$ cat src/rtl/tl_line_master_if.sv
// TileLink-UH A/D channel bundle between a line master and a memory-side slave.
interface tl_line_master_if;
  logic [2:0]   a_opcode;
  logic [2:0]   a_param;
  logic [7:0]   a_size;
  logic [2:0]   a_source;
  logic [31:0]  a_address;
  logic [15:0]  a_mask;
  logic [127:0] a_data;
  logic         a_corrupt;
  logic         a_valid;
  logic         a_ready;
  logic [2:0]   d_opcode;
  logic [1:0]   d_param;
  logic [7:0]   d_size;
  logic [2:0]   d_source;
  logic [2:0]   d_sink;
  logic         d_denied;
  logic [127:0] d_data;
  logic         d_corrupt;
  logic         d_valid;
  logic         d_ready;

  modport master (
    output a_opcode, a_param, a_size, a_source, a_address, a_mask, a_data, a_corrupt, a_valid,
    input  a_ready,
    input  d_opcode, d_param, d_size, d_source, d_sink, d_denied, d_data, d_corrupt, d_valid,
    output d_ready
  );

  modport slave (
    input  a_opcode, a_param, a_size, a_source, a_address, a_mask, a_data, a_corrupt, a_valid,
    output a_ready,
    output d_opcode, d_param, d_size, d_source, d_sink, d_denied, d_data, d_corrupt, d_valid,
    input  d_ready
  );
endinterface

$ cat src/rtl/tl_line_master.sv
// TileLink-UH line master: one cache-line request -> Get or PutFullData burst, D beats reassembled.
// Optional D-channel watchdog enabled by defining TL_MST_TIMEOUT_EN.
module tl_line_master #(
  parameter int LINE_SZ   = 6,
  parameter int SOURCE_ID = 0,
  parameter int TIMEOUT   = 1024,
  localparam int BEATS    = 1 << (LINE_SZ - 4),
  localparam int LW       = 8 * (1 << LINE_SZ)
) (
  input  logic          clk,
  input  logic          rst,
  input  logic          i_req_valid,
  output logic          o_req_ready,
  input  logic          i_req_wr,
  input  logic [31:0]   i_req_addr,
  input  logic [LW-1:0] i_req_wdata,
  output logic          o_rsp_valid,
  input  logic          i_rsp_ready,
  output logic [LW-1:0] o_rsp_rdata,
  output logic          o_rsp_err,
  tl_line_master_if.master mst
);

  localparam int CW = (LINE_SZ > 4) ? (LINE_SZ - 4) : 1;
  localparam logic [CW-1:0] LAST = CW'(BEATS - 1);
  localparam logic [CW-1:0] ONE  = CW'(1);

  localparam logic [2:0] S_IDLE   = 3'd0;
  localparam logic [2:0] S_A_GET  = 3'd1;
  localparam logic [2:0] S_A_PUT  = 3'd2;
  localparam logic [2:0] S_D_WAIT = 3'd3;
  localparam logic [2:0] S_RSP    = 3'd4;

  logic [2:0]    r_state;
  logic [CW-1:0] r_cnt;
  logic [31:0]   r_addr;
  logic          r_wr;
  logic [LW-1:0] r_wdata;
  logic [LW-1:0] r_rdata;
  logic          r_err;

  logic          w_a_fire;
  logic          w_d_fire;
  logic          w_d_bad;
  logic [2:0]    w_d_exp_op;
  logic [127:0]  w_a_beat;
  logic          w_tmo_hit;
  logic          w_unused_bits;

  assign w_a_fire   = mst.a_valid & mst.a_ready;
  assign w_d_fire   = mst.d_valid & mst.d_ready;
  assign w_d_exp_op = r_wr ? 3'd0 : 3'd1;
  assign w_d_bad    = mst.d_denied | mst.d_corrupt | (mst.d_opcode != w_d_exp_op);
  assign w_a_beat   = 128'(r_wdata >> {r_cnt, 7'd0});
  assign w_unused_bits = ^{mst.d_param, mst.d_size, mst.d_source, mst.d_sink,
                           i_req_addr[LINE_SZ-1:0]};

  // Every output decodes from state or latched registers; nothing from req_* reaches the A channel.
  assign o_req_ready   = (r_state == S_IDLE);
  assign o_rsp_valid   = (r_state == S_RSP);
  assign o_rsp_err     = r_err;
  assign o_rsp_rdata   = r_rdata;
  assign mst.a_valid   = (r_state == S_A_GET) | (r_state == S_A_PUT);
  assign mst.a_opcode  = r_wr ? 3'd0 : 3'd4;
  assign mst.a_param   = 3'd0;
  assign mst.a_size    = 8'(LINE_SZ);
  assign mst.a_source  = 3'(SOURCE_ID);
  assign mst.a_address = r_addr;
  assign mst.a_mask    = 16'hFFFF;
  assign mst.a_data    = (r_state == S_A_PUT) ? w_a_beat : 128'd0;
  assign mst.a_corrupt = 1'b0;
  assign mst.d_ready   = (r_state == S_D_WAIT);

`ifdef TL_MST_TIMEOUT_EN
  localparam int TW = $clog2(TIMEOUT + 1);
  logic [TW-1:0] r_tmo;

  // Watchdog restarts on entry to D_WAIT and on every accepted D beat.
  always_ff @(posedge clk or posedge rst) begin
    if (rst) begin
      r_tmo <= TW'(0);
    end else if ((r_state != S_D_WAIT) || w_d_fire) begin
      r_tmo <= TW'(0);
    end else begin
      r_tmo <= r_tmo + TW'(1);
    end
  end

  assign w_tmo_hit = (r_state == S_D_WAIT) && (r_tmo == TW'(TIMEOUT - 1));
`else
  assign w_tmo_hit = 1'b0;
`endif

  // Transaction FSM with latched request, beat counter and line reassembly.
  always_ff @(posedge clk or posedge rst) begin
    if (rst) begin
      r_state <= S_IDLE;
      r_cnt   <= '0;
      r_addr  <= 32'd0;
      r_wr    <= 1'b0;
      r_wdata <= '0;
      r_rdata <= '0;
      r_err   <= 1'b0;
    end else begin
      case (r_state)
        S_IDLE: begin
          if (i_req_valid) begin
            r_addr  <= {i_req_addr[31:LINE_SZ], {LINE_SZ{1'b0}}};
            r_wr    <= i_req_wr;
            r_wdata <= i_req_wdata;
            r_err   <= 1'b0;
            r_cnt   <= '0;
            r_state <= i_req_wr ? S_A_PUT : S_A_GET;
          end
        end
        S_A_GET: begin
          if (w_a_fire) begin
            r_state <= S_D_WAIT;
          end
        end
        S_A_PUT: begin
          if (w_a_fire) begin
            if (r_cnt == LAST) begin
              r_cnt   <= '0;
              r_state <= S_D_WAIT;
            end else begin
              r_cnt <= r_cnt + ONE;
            end
          end
        end
        S_D_WAIT: begin
          if (w_d_fire) begin
            if (w_d_bad) begin
              r_err <= 1'b1;
            end
            if (!r_wr) begin
              for (int k = 0; k < BEATS; k++) begin
                if (r_cnt == CW'(k)) begin
                  r_rdata[128*k +: 128] <= mst.d_data;
                end
              end
              if (r_cnt == LAST) begin
                r_cnt   <= '0;
                r_state <= S_RSP;
              end else begin
                r_cnt <= r_cnt + ONE;
              end
            end else begin
              r_state <= S_RSP;
            end
          end else if (w_tmo_hit) begin
            // Abandon the burst: leftover D beats are never accepted.
            r_err   <= 1'b1;
            r_cnt   <= '0;
            r_state <= S_RSP;
          end
        end
        S_RSP: begin
          if (i_rsp_ready) begin
            r_state <= S_IDLE;
          end
        end
        default: begin
          r_state <= S_IDLE;
        end
      endcase
    end
  end

endmodule

$ cat src/flat_wrapper.sv
// flat-port wrapper written by rule: the top's interface ports become plain ports
module tl_line_master_flat 
#(
  parameter int LINE_SZ   = 6,
  parameter int SOURCE_ID = 0,
  parameter int TIMEOUT   = 1024,
  localparam int BEATS    = 1 << (LINE_SZ - 4),
  localparam int LW       = 8 * (1 << LINE_SZ)
)
  (clk, rst, i_req_valid, o_req_ready, i_req_wr, i_req_addr, i_req_wdata, o_rsp_valid, i_rsp_ready, o_rsp_rdata, o_rsp_err, mst_a_opcode, mst_a_param, mst_a_size, mst_a_source, mst_a_address, mst_a_mask, mst_a_data, mst_a_corrupt, mst_a_valid, mst_a_ready, mst_d_opcode, mst_d_param, mst_d_size, mst_d_source, mst_d_sink, mst_d_denied, mst_d_data, mst_d_corrupt, mst_d_valid, mst_d_ready);
  tl_line_master_if mst_i ();
  input  logic clk;
  input  logic rst;
  input  logic i_req_valid;
  output logic o_req_ready;
  input  logic i_req_wr;
  input  logic [31:0] i_req_addr;
  input  logic [LW-1:0] i_req_wdata;
  output logic o_rsp_valid;
  input  logic i_rsp_ready;
  output logic [LW-1:0] o_rsp_rdata;
  output logic o_rsp_err;
  output wire logic [$bits(mst_i.a_opcode)-1:0] mst_a_opcode;
  output wire logic [$bits(mst_i.a_param)-1:0] mst_a_param;
  output wire logic [$bits(mst_i.a_size)-1:0] mst_a_size;
  output wire logic [$bits(mst_i.a_source)-1:0] mst_a_source;
  output wire logic [$bits(mst_i.a_address)-1:0] mst_a_address;
  output wire logic [$bits(mst_i.a_mask)-1:0] mst_a_mask;
  output wire logic [$bits(mst_i.a_data)-1:0] mst_a_data;
  output wire logic [$bits(mst_i.a_corrupt)-1:0] mst_a_corrupt;
  output wire logic [$bits(mst_i.a_valid)-1:0] mst_a_valid;
  input wire logic [$bits(mst_i.a_ready)-1:0] mst_a_ready;
  input wire logic [$bits(mst_i.d_opcode)-1:0] mst_d_opcode;
  input wire logic [$bits(mst_i.d_param)-1:0] mst_d_param;
  input wire logic [$bits(mst_i.d_size)-1:0] mst_d_size;
  input wire logic [$bits(mst_i.d_source)-1:0] mst_d_source;
  input wire logic [$bits(mst_i.d_sink)-1:0] mst_d_sink;
  input wire logic [$bits(mst_i.d_denied)-1:0] mst_d_denied;
  input wire logic [$bits(mst_i.d_data)-1:0] mst_d_data;
  input wire logic [$bits(mst_i.d_corrupt)-1:0] mst_d_corrupt;
  input wire logic [$bits(mst_i.d_valid)-1:0] mst_d_valid;
  output wire logic [$bits(mst_i.d_ready)-1:0] mst_d_ready;
  assign mst_a_opcode = mst_i.a_opcode;
  assign mst_a_param = mst_i.a_param;
  assign mst_a_size = mst_i.a_size;
  assign mst_a_source = mst_i.a_source;
  assign mst_a_address = mst_i.a_address;
  assign mst_a_mask = mst_i.a_mask;
  assign mst_a_data = mst_i.a_data;
  assign mst_a_corrupt = mst_i.a_corrupt;
  assign mst_a_valid = mst_i.a_valid;
  assign mst_i.a_ready = mst_a_ready;
  assign mst_i.d_opcode = mst_d_opcode;
  assign mst_i.d_param = mst_d_param;
  assign mst_i.d_size = mst_d_size;
  assign mst_i.d_source = mst_d_source;
  assign mst_i.d_sink = mst_d_sink;
  assign mst_i.d_denied = mst_d_denied;
  assign mst_i.d_data = mst_d_data;
  assign mst_i.d_corrupt = mst_d_corrupt;
  assign mst_i.d_valid = mst_d_valid;
  assign mst_d_ready = mst_i.d_ready;
  tl_line_master #(.LINE_SZ(LINE_SZ), .SOURCE_ID(SOURCE_ID), .TIMEOUT(TIMEOUT)) u_core (.clk(clk), .rst(rst), .i_req_valid(i_req_valid), .o_req_ready(o_req_ready), .i_req_wr(i_req_wr), .i_req_addr(i_req_addr), .i_req_wdata(i_req_wdata), .o_rsp_valid(o_rsp_valid), .i_rsp_ready(i_rsp_ready), .o_rsp_rdata(o_rsp_rdata), .o_rsp_err(o_rsp_err), .mst(mst_i));
endmodule
$ cat config.mk
export PLATFORM = sky130hd
export DESIGN_NAME = tl_line_master_flat
export DESIGN_NICKNAME = d
export VERILOG_FILES = /design/src/rtl/tl_line_master_if.sv /design/src/rtl/tl_line_master.sv /design/src/flat_wrapper.sv
export SDC_FILE = /design/constraint.sdc
export NUM_CORES = 2
export LEC_CHECK = 0
export ABC_CLOCK_PERIOD_IN_PS = 43000
export BUFFER_PORTS_ARGS = -buffer_cell sky130_fd_sc_hd__clkbuf_2
export CAP_MARGIN = 40
export CORE_AREA = 2 2 552 554
export CTS_BUF_LIST = sky130_fd_sc_hd__clkbuf_2 sky130_fd_sc_hd__clkbuf_4 sky130_fd_sc_hd__clkbuf_8
export CTS_CLUSTER_DIAMETER = 120
export DETAILED_ROUTE_END_ITERATION = 12
export DIE_AREA = 0 0 554 556
export PLACE_DENSITY = 0.3
export SETUP_SLACK_MARGIN = 0.5
export SYNTH_ARGS = -nofsm -noshare
export SYNTH_HDL_FRONTEND = slang
export SYNTH_SLANG_ARGS = --single-unit
$ cat constraint.sdc
create_clock -name clk -period 43 [get_ports clk]
set_input_delay 4.3 -clock clk [delete_from_list [all_inputs] [get_ports clk]]
set_output_delay 4.3 -clock clk [all_outputs]
set_load 0.02 [all_outputs]
# Word-level counts from Yosys, hierarchy flattened
# Index checks and enable logic that the tools add are counted.
op_classes:
  add_sub_neg: 1
  eq_ne: 17
  n_shift: 1
  muxes: 23
  n_bitwise: 6
  n_reduce_logical: 12
op_table:
  columns: ["op", "count"]
  rows:
  - [">> shifter 512 x 9 -> 128 bit", 1]
  - ["2-to-1 mux 128 bit", 1]
  - ["2-to-1 mux 3 bit", 9]
  - ["AND reduction 4 bit", 5]
  - ["one-hot mux 3 bit (5 select lines)", 1]
  - ["2-to-1 mux 2 bit", 6]
  - ["!= test 2 bit, second input constant", 5]
  - ["AND reduction 7 bit", 1]
  - ["== test 3 x 2 -> 1 bit, second input constant", 2]
  - ["!= test 2 x 1 -> 1 bit, second input constant", 3]
  - ["one-hot mux 2 bit (3 select lines)", 1]
  - ["AND reduction 5 bit", 1]
  - ["== test 2 bit, second input constant", 2]
  - ["2-to-1 mux 1 bit", 4]
  - ["== test 3 x 1 -> 1 bit, second input constant", 1]
  - ["== test 3 bit, second input constant", 1]
  - ["logical NOT 3 bit", 1]
  - ["!= test 3 bit", 1]
  - ["!= test 3 bit, second input constant", 1]
  - ["bitwise OR 1 bit", 3]
  - ["nonzero test 3 bit", 1]
  - ["adder 2 x 1 -> 2 bit, second input constant", 1]
  - ["AND 1 bit", 2]
  - ["== test 2 x 1 -> 1 bit, second input constant", 1]
  - ["5 further kinds", 5]
word_totals:
  regBits: 1057
  input_bits: 700
  output_inout_bits: 711
  wordCells: 70

# Longest topological paths before layout
logic_depth:
  depth_word: 6
  ltp_mapped: 9
  ltp_nobuf: 5

# Worst setup path after synthesis
# Ideal clock, no wire load.
synth_path:
  path_kind: "flip-flop to output port"
  startpoint: "register u_core.r_cnt[0]"
  endpoint: "output port mst_a_data[100]"
  arrival_ns: 1.750
  required_time_ns: 38.700
  path_slack_ns: 36.950
  path_stages_with_launch: 6
  path_buffers: 3
  cell_sequence: "dfrtp_1 clkbuf_1 buf_2 buf_2 mux4_2 and3_1"
synth_via:
  elab_chain_len: 2
synth_lines:
  columns: ["element", "line", "rtl"]
  rows:
  - ["start: declaration", "tl_line_master.sv:35", "logic [CW-1:0] r_cnt;"]
  - ["start signal: assignment", "tl_line_master.sv:127", "r_cnt <= r_cnt + ONE;"]
  - ["start signal: assignment", "tl_line_master.sv:146", "r_cnt <= r_cnt + ONE;"]
  - [">> shifter 512 x 9 -> 128 bit", "tl_line_master.sv:54", "assign w_a_beat = 128'(r_wdata >> {r_cnt, 7'd0});"]
  - ["2-to-1 mux 128 bit", "tl_line_master.sv:70", "assign mst.a_data = (r_state == S_A_PUT) ? w_a_beat : 128'd0;"]
  - ["end: declaration", "flat_wrapper.sv:29", "output wire logic [$bits(mst_i.a_data)-1:0] mst_a_data;"]
# Every way passes these cells.

# Worst setup path in the final report
layout_path:
  startpoint: "register u_core.r_cnt[0]"
  endpoint: "output port mst_a_data[41]"
# Same word-level chain as after synthesis.

==> flow_summary.yaml <==
sta:
  whs_ns: 0.4873
  hold_violations: 0
  fin_crit_sh: 0.2034
  rsz0062_at_grt: "no"
  slew_viol_final: 0
  min_period_ns: 8.746
  finalSetupTns_ns: 0
  fin_ws_ns: 34.25
  tightest_slew_ns: 1.152
  relSlewSlack: 0.2319
  skew_ns: 0.09201
  setup_viol: 0
  clock.fmax_mhz: 114.3
pwr:
  p_leak_nw: 28.23
  seq_power_share: 0.360
  switching_share: 0.3806
  irDropWorstVdd_uv: 30.37
  p_int_mw: 3.017
  power_density_nw_per_um2: 81.48
  p_sw_mw: 1.854
  power.total_mw: 4.870
  combPwrFrac: 0.403
  pwr-share-clk: 0.236
critical_path:
  crit_top_cell: "buf_4"
  crit_type: "flop to output port"
  crit_fanout: 32
  endpoint_kind: "output port"
  crit_buf_inv: 5
  critPathTopFamily: "buffers and inverters"
  crit_required_ns: 38.70
  slowest_delay_ns: 0.68
  crit_chain: "buf_4 -> buf_4 -> buf_4 -> buf_16 -> mux4_2 -> and3_1 -> clkbuf_2"
  critPathSlowestCell: "buf_4"
  startpoint_type: "flop"
  arrival_ns: 4.45
cts:
  numClockSinks: 1057
  cts_tree: "done"
  cts_made_buffers: 219
  cts_resized: 0
  root_buffer: "clkbuf_8"
  clock_latency_ns: 0.94
  postCtsSetupRepairBufs: 0
  cts_hold_buf: 0
  clkTransAtPathRegs_ns: 0.06
  clk_path_buf_depth: 4
  h-tree-depth: 4
synthesis:
  synth_edf_count: 0
  synthMuxAreaShare: 0.3356
  syn_area_per_cell_um2: 16.69
  async_flop_share: 1.000
  synthAdderAreaFrac: 0.001138
  yosys.area_share.simple: 0.02113
  synth_xor_area_frac: 0.0003982
  synth_compound_area_frac: 0.001593
  synth_area_leaders: "dfrtp_1 60%, mux2_2 27%, mux4_2 6.6%"
  syn_area_um2: 43990
  synth_ff_type: "dfrtp_1"
  netlist_instances: 2635
  synth_warnings: 0
  ys_ff_latch: 1057
  synth_top_family_by_area: "multiplexers"
  synth.largest_area_cell: "dfrtp_1"
  synth.top_cell.area_share: 0.6013
  yosysSeqAreaShare: 0.6013
  yosys.cell_types.count: 32
  synth.most_common_cell: "dfrtp_1"
  synth.top_cells.by_count: "1,057 x dfrtp_1, 1,044 x mux2_2, 128 x and3_1, 128 x mux4_2, 82 x buf_6"
route:
  vias: 29110
  wirelength_um: 200700
  ant_nets: 0
  via_per_inst: 3.517
  firstDrtPassIters: 4
  wl_per_cell_um: 24.26
  drc: 0
  drt_iter0_drc: 1019
job:
  max_cap_violations: 0
cells_and_area:
  finalInstanceArea_um2: 59770
  areaGrowthSynthToFinish_pct: 35.88
  nNetsFinal: 4790
  drive_gt1_frac: 0.7005
worst_hold_path:
  hold_path.class: "flop to flop"
place:
  place_congestion: 0.7472
  post_dp_cell_area_um2: 54990
  dp_hpwl_um: 152700
  pre_cts_ws_ns: 34.63
  portBuffers: 1349
die:
  core_area_um2: 302000
  ioPinCount: 1411
  die_w_um: 554
  rows: 202
  dieArea_um2: 308000
  initial_core_util: 0.1456
  die_y_um: 556
global_routing:
  grt_overflow: 0
  grt_pass1_vias: 32000
  grt_max_degree: 137
  grt_usage: 0.1267
  antenna_found_initial: 130
  grt_pass1_wl_um: 273400
outcome:
  status: "finished, final reports clean"
state kept, by name (all words and copies together), names as in the netlist:
name / cells
u_core.r_cnt: 2
u_core.mst.a_address: 26
u_core.o_rsp_err: 1
u_core.r_wr: 1
u_core.r_wdata: 512
u_core.o_rsp_rdata: 512
u_core.r_state: 3
worst reg2reg max path: stages, from the launching register on:
cell and delay (ns):
dfrtp_4 0.70, buf_12 0.27, inv_1 0.12, ha_1 0.22, nand2_4 0.39, buf_4 0.75
buf_4 0.61, buf_4 0.66, mux2_2 0.46
cell families (layout without fill, tap and decap cells):
logic type,count (synthesis),after routing
AOI/OAI and AO/OA,11,11
xor gates and xnor gates,2,2
adders and majority gates,4,4
buffers and inverters,224,1803
DFF,1057,1057
muxes,1183,1183
other,2,86
and+or+nand+nor,152,152
layer usage:
metal / wire, um / track usage
met5: 922 / 0
met4: 5689 / 0.03696
met3: 23260 / 0.06790
met2: 98340 / 0.2168
met1: 72530 / 0.1335
placed cells by master, fill, tap and decap left out, types with 5 or more instances in the layout:
cell and instances:
clkbuf_2 1349, dfrtp_1 1054, mux2_2 1044, clkbuf_8 268
mux4_2 128, and3_1 128, clkbuf_4 91, diode_2 47
buf_4 40, conb_1 39, clkinv_2 13, buf_12 10
mux2_1 9, buf_16 9, inv_1 8, nor2_1 5
inv_6 5
path summary, 6_finish.rpt:
check	from	end	slack (ns)	cells past startpoint
worst max-delay path	u_core.r_cnt[0]$_DFFE_PP0P_	mst_a_data[41]	34.25	7
worst min-delay path	u_core.o_rsp_rdata[379]$_DFFE_PP0P_	u_core.o_rsp_rdata[379]$_DFFE_PP0P_	0.49	1
worst max register to register	u_core.r_cnt[1]$_DFFE_PP0P_	u_core.o_rsp_rdata[23]$_DFFE_PP0P_	38.62	8
worst min register to register	u_core.o_rsp_rdata[379]$_DFFE_PP0P_	u_core.o_rsp_rdata[379]$_DFFE_PP0P_	0.49	1
max in group asynchronous	rst	u_core.r_wdata[45]$_DFFE_PP0P_	36.27	7
min in group asynchronous	rst	u_core.o_rsp_rdata[64]$_DFFE_PP0P_	3.41	2
stage by stage:
step / utilization / cells
after CTS: 0.1975 / 8229
after floorplan: - / 2672
after global placement: 0.1808 / 7827
after detailed placement: 0.1821 / 7843
after global routing: 0.1976 / 8243
final: 0.1979 / 8276
power by group through the flow:
stage / sequential (mW) / clock [mW] / combinational, mW
3_3_place_gp: 1.78 / 0 / 1.99
4_1_cts: 1.76 / 1.21 / 2.03
3_5_place_dp: 1.78 / 0 / 2.03
6_report: 1.75 / 1.15 / 1.96
2_1_floorplan: 1.98 / 0 / 1.01
5_1_grt: 1.82 / 1.26 / 2.10
cell type report:
cell class	instances	area [um2]
multi-input combinational	1391	16010
inverter	9	41.29
antenna	47	117.6
clock buffer	359	4372
clock inverter	27	287.8
sequential	1057	26460
timing repair buffer	1408	7500
tap	3978	4977
fill	32950	242300
(Power assumes the default switching activity.)
